--- config.mk ---
export PLATFORM = sky130hd
export DESIGN_NAME = uart_cmd_ctrl
export DESIGN_NICKNAME = d
export VERILOG_FILES = /design/src/rtl/uart_cmd_pkg.sv /design/src/rtl/uart_cmd_buf.sv /design/src/rtl/uart_cmd_ctrl.sv
export SDC_FILE = /design/constraint.sdc
export NUM_CORES = 1
export LEC_CHECK = 0
export ABC_AREA = 1
export ABC_CLOCK_PERIOD_IN_PS = 3300
export BUFFER_PORTS_ARGS = -buffer_cell sky130_fd_sc_hd__buf_2
export CAP_MARGIN = 20
export CORE_MARGIN = 10
export CORE_UTILIZATION = 50
export CTS_BUF_LIST = sky130_fd_sc_hd__clkbuf_8
export CTS_CLUSTER_DIAMETER = 120
export CTS_CLUSTER_SIZE = 12
export DETAILED_ROUTE_END_ITERATION = 8
export PLACE_DENSITY = 0.69
export SETUP_SLACK_MARGIN = 0.5
export SYNTH_ARGS = -nofsm -noshare
export SYNTH_HDL_FRONTEND = slang
export SYNTH_SLANG_ARGS = --single-unit
export TNS_END_PERCENT = 100
--- constraint.sdc ---
create_clock -name clk -period 3.3 [get_ports clk]
set_input_delay 0.495 -clock clk [delete_from_list [all_inputs] [get_ports clk]]
set_output_delay 0.495 -clock clk [all_outputs]
set_load 0.005 [all_outputs]
--- src/rtl/uart_cmd_pkg.sv ---
// uart_cmd_pkg: shared types and constants for the UART command frame controller.
//   state_t   - frame parser / commit FSM states
//   SYNC_BYTE - frame start marker
//   ERR_*     - err_code values reported on a dropped frame
package uart_cmd_pkg;
    typedef enum logic [2:0] {IDLE, ADDR, LEN, DATA, CSUM, COMMIT} state_t;
    localparam logic [7:0] SYNC_BYTE = 8'hA5;
    localparam logic [1:0] ERR_LEN   = 2'd1;
    localparam logic [1:0] ERR_CSUM  = 2'd2;
    localparam logic [1:0] ERR_TMO   = 2'd3;
endpackage

--- src/rtl/uart_cmd_buf.sv ---
// uart_cmd_buf: MAX_LEN x 8 payload buffer, synchronous single-port write, asynchronous read.
//   clk   in       - clock
//   we    in       - write enable
//   waddr in  IW   - write index
//   wdata in  8    - write byte
//   raddr in  IW   - read index
//   rdata out 8    - byte at raddr (combinational)
// Contents are not reset; only indices written by the current frame are ever read.
module uart_cmd_buf
    import uart_cmd_pkg::*;
#(
    parameter int MAX_LEN = 16,
    parameter int IW      = MAX_LEN > 1 ? $clog2(MAX_LEN) : 1
) (
    input  logic          clk,
    input  logic          we,
    input  logic [IW-1:0] waddr,
    input  logic [7:0]    wdata,
    input  logic [IW-1:0] raddr,
    output logic [7:0]    rdata
);
    logic [7:0] mem [MAX_LEN];

    always_ff @(posedge clk)
        if (we) mem[waddr] <= wdata;

    assign rdata = mem[raddr];
endmodule

--- src/rtl/uart_cmd_ctrl.sv ---
// uart_cmd_ctrl: parses framed register-write commands from the UART byte stream and
// replays each accepted frame as a burst of valid/ready register writes.
//   clk, rst (sync, active-high)
//   rx_data/rx_valid in  - received byte and its one-cycle strobe
//   wr_en/wr_addr/wr_data out, wr_ready in - register write port
//   busy out       - not IDLE
//   frame_done out - pulse after the last write of a frame is accepted
//   frame_err out  - pulse when a frame is dropped, cause in err_code (held to next frame start)
//   rx_overrun out - pulse when a byte arrives during COMMIT (byte dropped)
// Build option: define UART_CMD_CHKSUM_EN to require and check a trailing XOR checksum byte;
// without it the frame ends after the last data byte and goes straight to COMMIT.
module uart_cmd_ctrl
    import uart_cmd_pkg::*;
#(
    parameter int MAX_LEN = 16,
    parameter int TIMEOUT = 4096,
    parameter int ADDR_W  = 8
) (
    input  logic              clk,
    input  logic              rst,
    input  logic [7:0]        rx_data,
    input  logic              rx_valid,
    output logic              wr_en,
    output logic [ADDR_W-1:0] wr_addr,
    output logic [7:0]        wr_data,
    input  logic              wr_ready,
    output logic              busy,
    output logic              frame_done,
    output logic              frame_err,
    output logic [1:0]        err_code,
    output logic              rx_overrun
);
    localparam int IW = MAX_LEN > 1 ? $clog2(MAX_LEN) : 1;
    localparam int GW = $clog2(TIMEOUT + 1);
    localparam logic [7:0]    MAX_B    = 8'(MAX_LEN);
    localparam logic [GW-1:0] GAP_LAST = GW'(TIMEOUT - 1);

    state_t            state;
    logic [ADDR_W-1:0] base;
    logic [7:0]        len;
    logic [7:0]        idx;
    logic [GW-1:0]     gap;
    logic [7:0]        rd_data;
    logic [IW-1:0]     rd_idx;
    logic              gap_run;
    logic              last_byte;

    assign gap_run   = state inside {ADDR, LEN, DATA, CSUM};
    assign last_byte = idx == len - 8'd1;
    // Look one entry ahead in COMMIT so the next write's data is ready at the handshake edge.
    assign rd_idx    = state == COMMIT ? IW'(idx + 8'd1) : '0;

    uart_cmd_buf #(.MAX_LEN(MAX_LEN), .IW(IW)) u_buf (
        .clk   (clk),
        .we    (state == DATA && rx_valid),
        .waddr (IW'(idx)),
        .wdata (rx_data),
        .raddr (rd_idx),
        .rdata (rd_data)
    );

`ifdef UART_CMD_CHKSUM_EN
    logic [7:0] acc;

    // Running XOR of ADDR, LEN and data; held at zero while idle so it starts clean in ADDR.
    always_ff @(posedge clk)
        acc <= rst || state == IDLE ? '0 : rx_valid && state inside {ADDR, LEN, DATA} ? acc ^ rx_data : acc;
`endif

    always_ff @(posedge clk) begin
        if (rst) begin
            state      <= IDLE;
            busy       <= 1'b0;
            wr_en      <= 1'b0;
            wr_addr    <= '0;
            wr_data    <= '0;
            frame_done <= 1'b0;
            frame_err  <= 1'b0;
            err_code   <= '0;
            rx_overrun <= 1'b0;
            gap        <= '0;
            base       <= '0;
            len        <= '0;
            idx        <= '0;
        end else begin
            frame_done <= 1'b0;
            frame_err  <= 1'b0;
            rx_overrun <= 1'b0;
            gap        <= rx_valid || !gap_run ? '0 : gap + GW'(1);
            case (state)
                IDLE:
                    if (rx_valid && rx_data == SYNC_BYTE) begin
                        state    <= ADDR;
                        busy     <= 1'b1;
                        err_code <= '0;
                        idx      <= '0;
                    end
                ADDR:
                    if (rx_valid) begin
                        state <= LEN;
                        base  <= ADDR_W'(rx_data);
                    end
                LEN:
                    if (rx_valid) begin
                        len <= rx_data;
                        if (rx_data == 8'd0 || rx_data > MAX_B) begin
                            state     <= IDLE;
                            busy      <= 1'b0;
                            frame_err <= 1'b1;
                            err_code  <= ERR_LEN;
                        end else
                            state <= DATA;
                    end
                DATA:
                    if (rx_valid) begin
                        idx <= last_byte ? '0 : idx + 8'd1;
                        if (last_byte) begin
`ifdef UART_CMD_CHKSUM_EN
                            state <= CSUM;
`else
                            state   <= COMMIT;
                            wr_en   <= 1'b1;
                            wr_addr <= base;
                            // A one-byte frame is being written this very edge, so bypass the buffer.
                            wr_data <= idx == 8'd0 ? rx_data : rd_data;
`endif
                        end
                    end
`ifdef UART_CMD_CHKSUM_EN
                CSUM:
                    if (rx_valid) begin
                        if (rx_data == acc) begin
                            state   <= COMMIT;
                            wr_en   <= 1'b1;
                            wr_addr <= base;
                            wr_data <= rd_data;
                        end else begin
                            state     <= IDLE;
                            busy      <= 1'b0;
                            frame_err <= 1'b1;
                            err_code  <= ERR_CSUM;
                        end
                    end
`endif
                COMMIT: begin
                    rx_overrun <= rx_valid;
                    if (wr_ready) begin
                        if (last_byte) begin
                            state      <= IDLE;
                            busy       <= 1'b0;
                            wr_en      <= 1'b0;
                            frame_done <= 1'b1;
                        end else begin
                            idx     <= idx + 8'd1;
                            wr_addr <= wr_addr + ADDR_W'(1);
                            wr_data <= rd_data;
                        end
                    end
                end
                default: begin
                    state <= IDLE;
                    busy  <= 1'b0;
                    wr_en <= 1'b0;
                end
            endcase
            // Inter-byte stall: overrides whatever the parser decided this edge.
            if (gap_run && !rx_valid && gap == GAP_LAST) begin
                state     <= IDLE;
                busy      <= 1'b0;
                frame_err <= 1'b1;
                err_code  <= ERR_TMO;
            end
        end
    end
endmodule

==> summary.md <==
| Metric | Value |
|---|---|
| Crit share post-route | 77.2% |
| Critical setup path kind | reg -> reg |
| GR Overflow Total | 0 |
| Number of buffers added on ports | 34 |
| Post-synthesis async set-or-reset flop share | 0% |
| Hold WC Path Type | in -> reg |
| Initial antenna violation count | 0 |
| WP data required | 3400 ps |
| Die Width | 154 um |
| Status | complete, no violations |
| NetSw | 1.69 mW |
| Max-Cap Viols | 0 |
| Core area | 17500 sq um |
| Multi-input logic area | 3160 sq um |
| VDD IR-drop max | 0.000288 V |
| CTS Buffer Depth | 2 |
| WL final | 22700 um |
| Largest family of logic cells by synthesized area | simple AND/OR/NAND/NOR gates |
| CP endpoint kind | register |
| Post-DRT Antenna Nets | 0 |
| First-pass GRT wire length | 36700 um |
| Hold Startpoint | rst |
| Synth Flop Type | edfxtp_1 |
| Clock share of power | 28.6% |
| Fillers | 1583 |
| Sw frac | 32.1% |
| RD Place Congestion | 0.926 |
| Pint | 3.58 mW |
| Clk pin slew, worst setup/hold paths | 100 ps |
| Pwr dens | 535 nW/um^2 |
| Synth Area in XOR/XNOR | 1.46% |
| CP Max Fanout | 9 |
| Seq cells post-synth | 191 |
| Synth Area in Adders | 0.975% |
| Synth unique cells | 36 |
| Fin crit period | 2550 ps |
| Layout Nets | 1109 |
| Relative slew slack | 39.3% |
| Die height | 154 um |
| Critical Path Start Type | register |
| Reg2reg start | state[0]$_SDFFE_PP0P_ |
| Worst setup startpoint | state[0]$_SDFFE_PP0P_ |
| Final Skew | 16.7 ps |
| Largest net degree at the start of global routing | 44 |
| Max Freq | 0.392 GHz |
| Most instantiated cells after synthesis | 248 x nand2_1, 142 x inv_1, 132 x nand3_1, 128 x edfxtp_1, 120 x nor2_1 |
| Share of layout cells above drive strength 1 | 11.0% |
| Comb power frac | 20.3% |
| Final Hold Fails | 0 |
| Worst EP arrival | 2650 ps |
| Root buffer cell | clkbuf_8 |
| Clk sinks | 191 |
| Site Rows | 48 |
| Initial Util | 51.4% |
| CTS HTree Levels | 4 |
| Vias in the first global route | 6948 |
| Detail Placement HPWL | 15300 um |
| Leading area contributor after synthesis | edfxtp_1 |
| Worst hold slack | 255 ps |
| Total GRT Usage | 19.2% |
| Total CTS buffers | 17 |
| Mux contribution to synthesized area | 0% |
| Synth top area share | 42.8% |
| Most frequent cell after synthesis | nand2_1 |
| CTS tree | yes |
| Slew Viols, Final | 0 |
| WL met3 | 1590 um |
| Routed wl met2 | 10900 um |
| Io pins | 35 |
| Syn Area/Cell | 8.57 sq um |
| P&R area growth vs syn | 9.69% |
| Wl on met1 | 9770 um |
| Finish-stage setup viols | 0 |
| Simple-Gate Fraction of Synth Area | 26.9% |
| DRC | 0 |
| TritonRoute pass-1 iters | 6 |
| WL per Instance | 17.1 um |
| Unrepaired setup endpoints after global routing | no |
| Via count | 7166 |
| Iteration-0 DRC Markers | 693 |
| Slew @ Worst Pin | 906 ps |
| N_diodes | 0 |
| Reg area | 5100 sq um |
| Flop pwr share | 51.1% |
| TNS Setup | 0 ps |
| Syn nets | 1067 |
| Sequential element share of the synthesized area | 56.8% |
| Synth area leaders | edfxtp_1 43%, dfxtp_1 14%, nand2_1 10%, nand3_1 7.4%, inv_1 5.9% |
| Syn Inst Count | 1048 |
| Static Leak | 4.12 nW |
| Vias per Instance | 5.40 |
| Worst skew pair latency | 480 ps |
| EDFF count, synth | 128 |
| DR top layer | met4 |
| Synth Area in Compound Gates | 5.67% |
| Synthesized area | 8980 sq um |
| Syn. warnings | 0 |
| Full die area | 23700 sq um |
==> worst max-delay path, cell delays in order (launching register included) <==
cell and delay, ps:
dfxtp_1 410, inv_1 60, nor2_1 80, inv_1 90, nor2_4 230, inv_1 130, nor2_1 300, nand2_1 200
nor2_1 680
==> path summary, 6_finish.rpt <==
| kind | endpoint | slack (ps) | cells past startpoint |
|---|---|---|---|
| max | u_buf.mem[5][7]$_DFFE_PP_ | 750 | 8 |
| max reg2reg | u_buf.mem[5][7]$_DFFE_PP_ | 750 | 8 |
| min | frame_err$_SDFF_PP0_ | 260 | 2 |
| min reg2reg | wr_en$_SDFFE_PP0P_ | 460 | 2 |
==> cells in the final DEF (no fill, tap or decap), types with 17 or more instances in the layout <==
master	instances
nand2_1	247
inv_1	142
nand3_1	132
edfxtp_1	128
nor2_1	119
dfxtp_1	63
a21oi_1	49
o21ai_0	35
buf_2	34
buf_4	26
clkbuf_8	17
==> area by class of cell <==
type,instances,area share [%]
repair buffers,60,3.71
flip-flops and latches,191,51.8
multi-input cells,672,32.1
inverters,148,5.66
clock inverters,15,1.54
clock buffers,17,2.37
well taps,225,2.86
==> logic make-up after synthesis <==
logic type / Yosys count
XOR/XNOR: 15
flip-flops: 191
AND/OR/NAND/NOR: 555
buffers and inverters: 185
AO/OA/AOI/OAI: 95
adder cells (fa/ha/maj): 7
==> through the flow <==
step / util (%) / std cells / total power [mW] / cell area (sq um) / setup WS (ps)
global placement: 54.0 / 1294 / 3.77 / 9440 / 776
CTS: 56.2 / 1326 / 5.27 / 9820 / 684
global route: 56.4 / 1328 / 5.55 / 9860 / 553
floorplan: - / 1048 / 3.51 / 8980 / 827
detailed placement: 54.0 / 1294 / 3.79 / 9440 / 722
finish: 56.4 / 1328 / 5.27 / 9860 / 751
==> power by group through the flow <==
stage                     Sequential [mW]  Clock [mW]  Combinational [mW]
final                                2.70        1.51                1.07
after global routing                 2.70        1.63                1.21
after CTS                            2.69        1.53                1.05
after detailed placement             2.75           0                1.04
after global placement               2.75           0                1.03
after floorplan                      2.73           0               0.777
==> state kept, by name, indices dropped and copies added (netlist names), 2 cells and up <==
| name | count |
|---|---|
| len | 8 |
| idx | 8 |
| err_code | 2 |
| state | 3 |
| gap | 13 |
| base | 8 |
| wr_data | 8 |
| wr_addr | 8 |
| u_buf.mem | 128 |
==> routing by layer <==
| metal | vias to the layer above | GRT usage (%) |
|---|---|---|
| met5 | - | 0 |
| met3 | 35 | 4.13 |
| li1 | 3491 | - |
| met4 | 0 | 5.80 |
| met2 | 248 | 31.8 |
| met1 | 3392 | 24.6 |
==> timing repair <==
action / in CTS / in global routing
gates resized for setup: 0 / 3
hold buffers: 0 / 0
setup buffers: 0 / 2
setup endpoints to repair: 0 / 15
hold endpoints to repair: 0 / 0
Note: power is estimated with default switching activity, not from simulation.
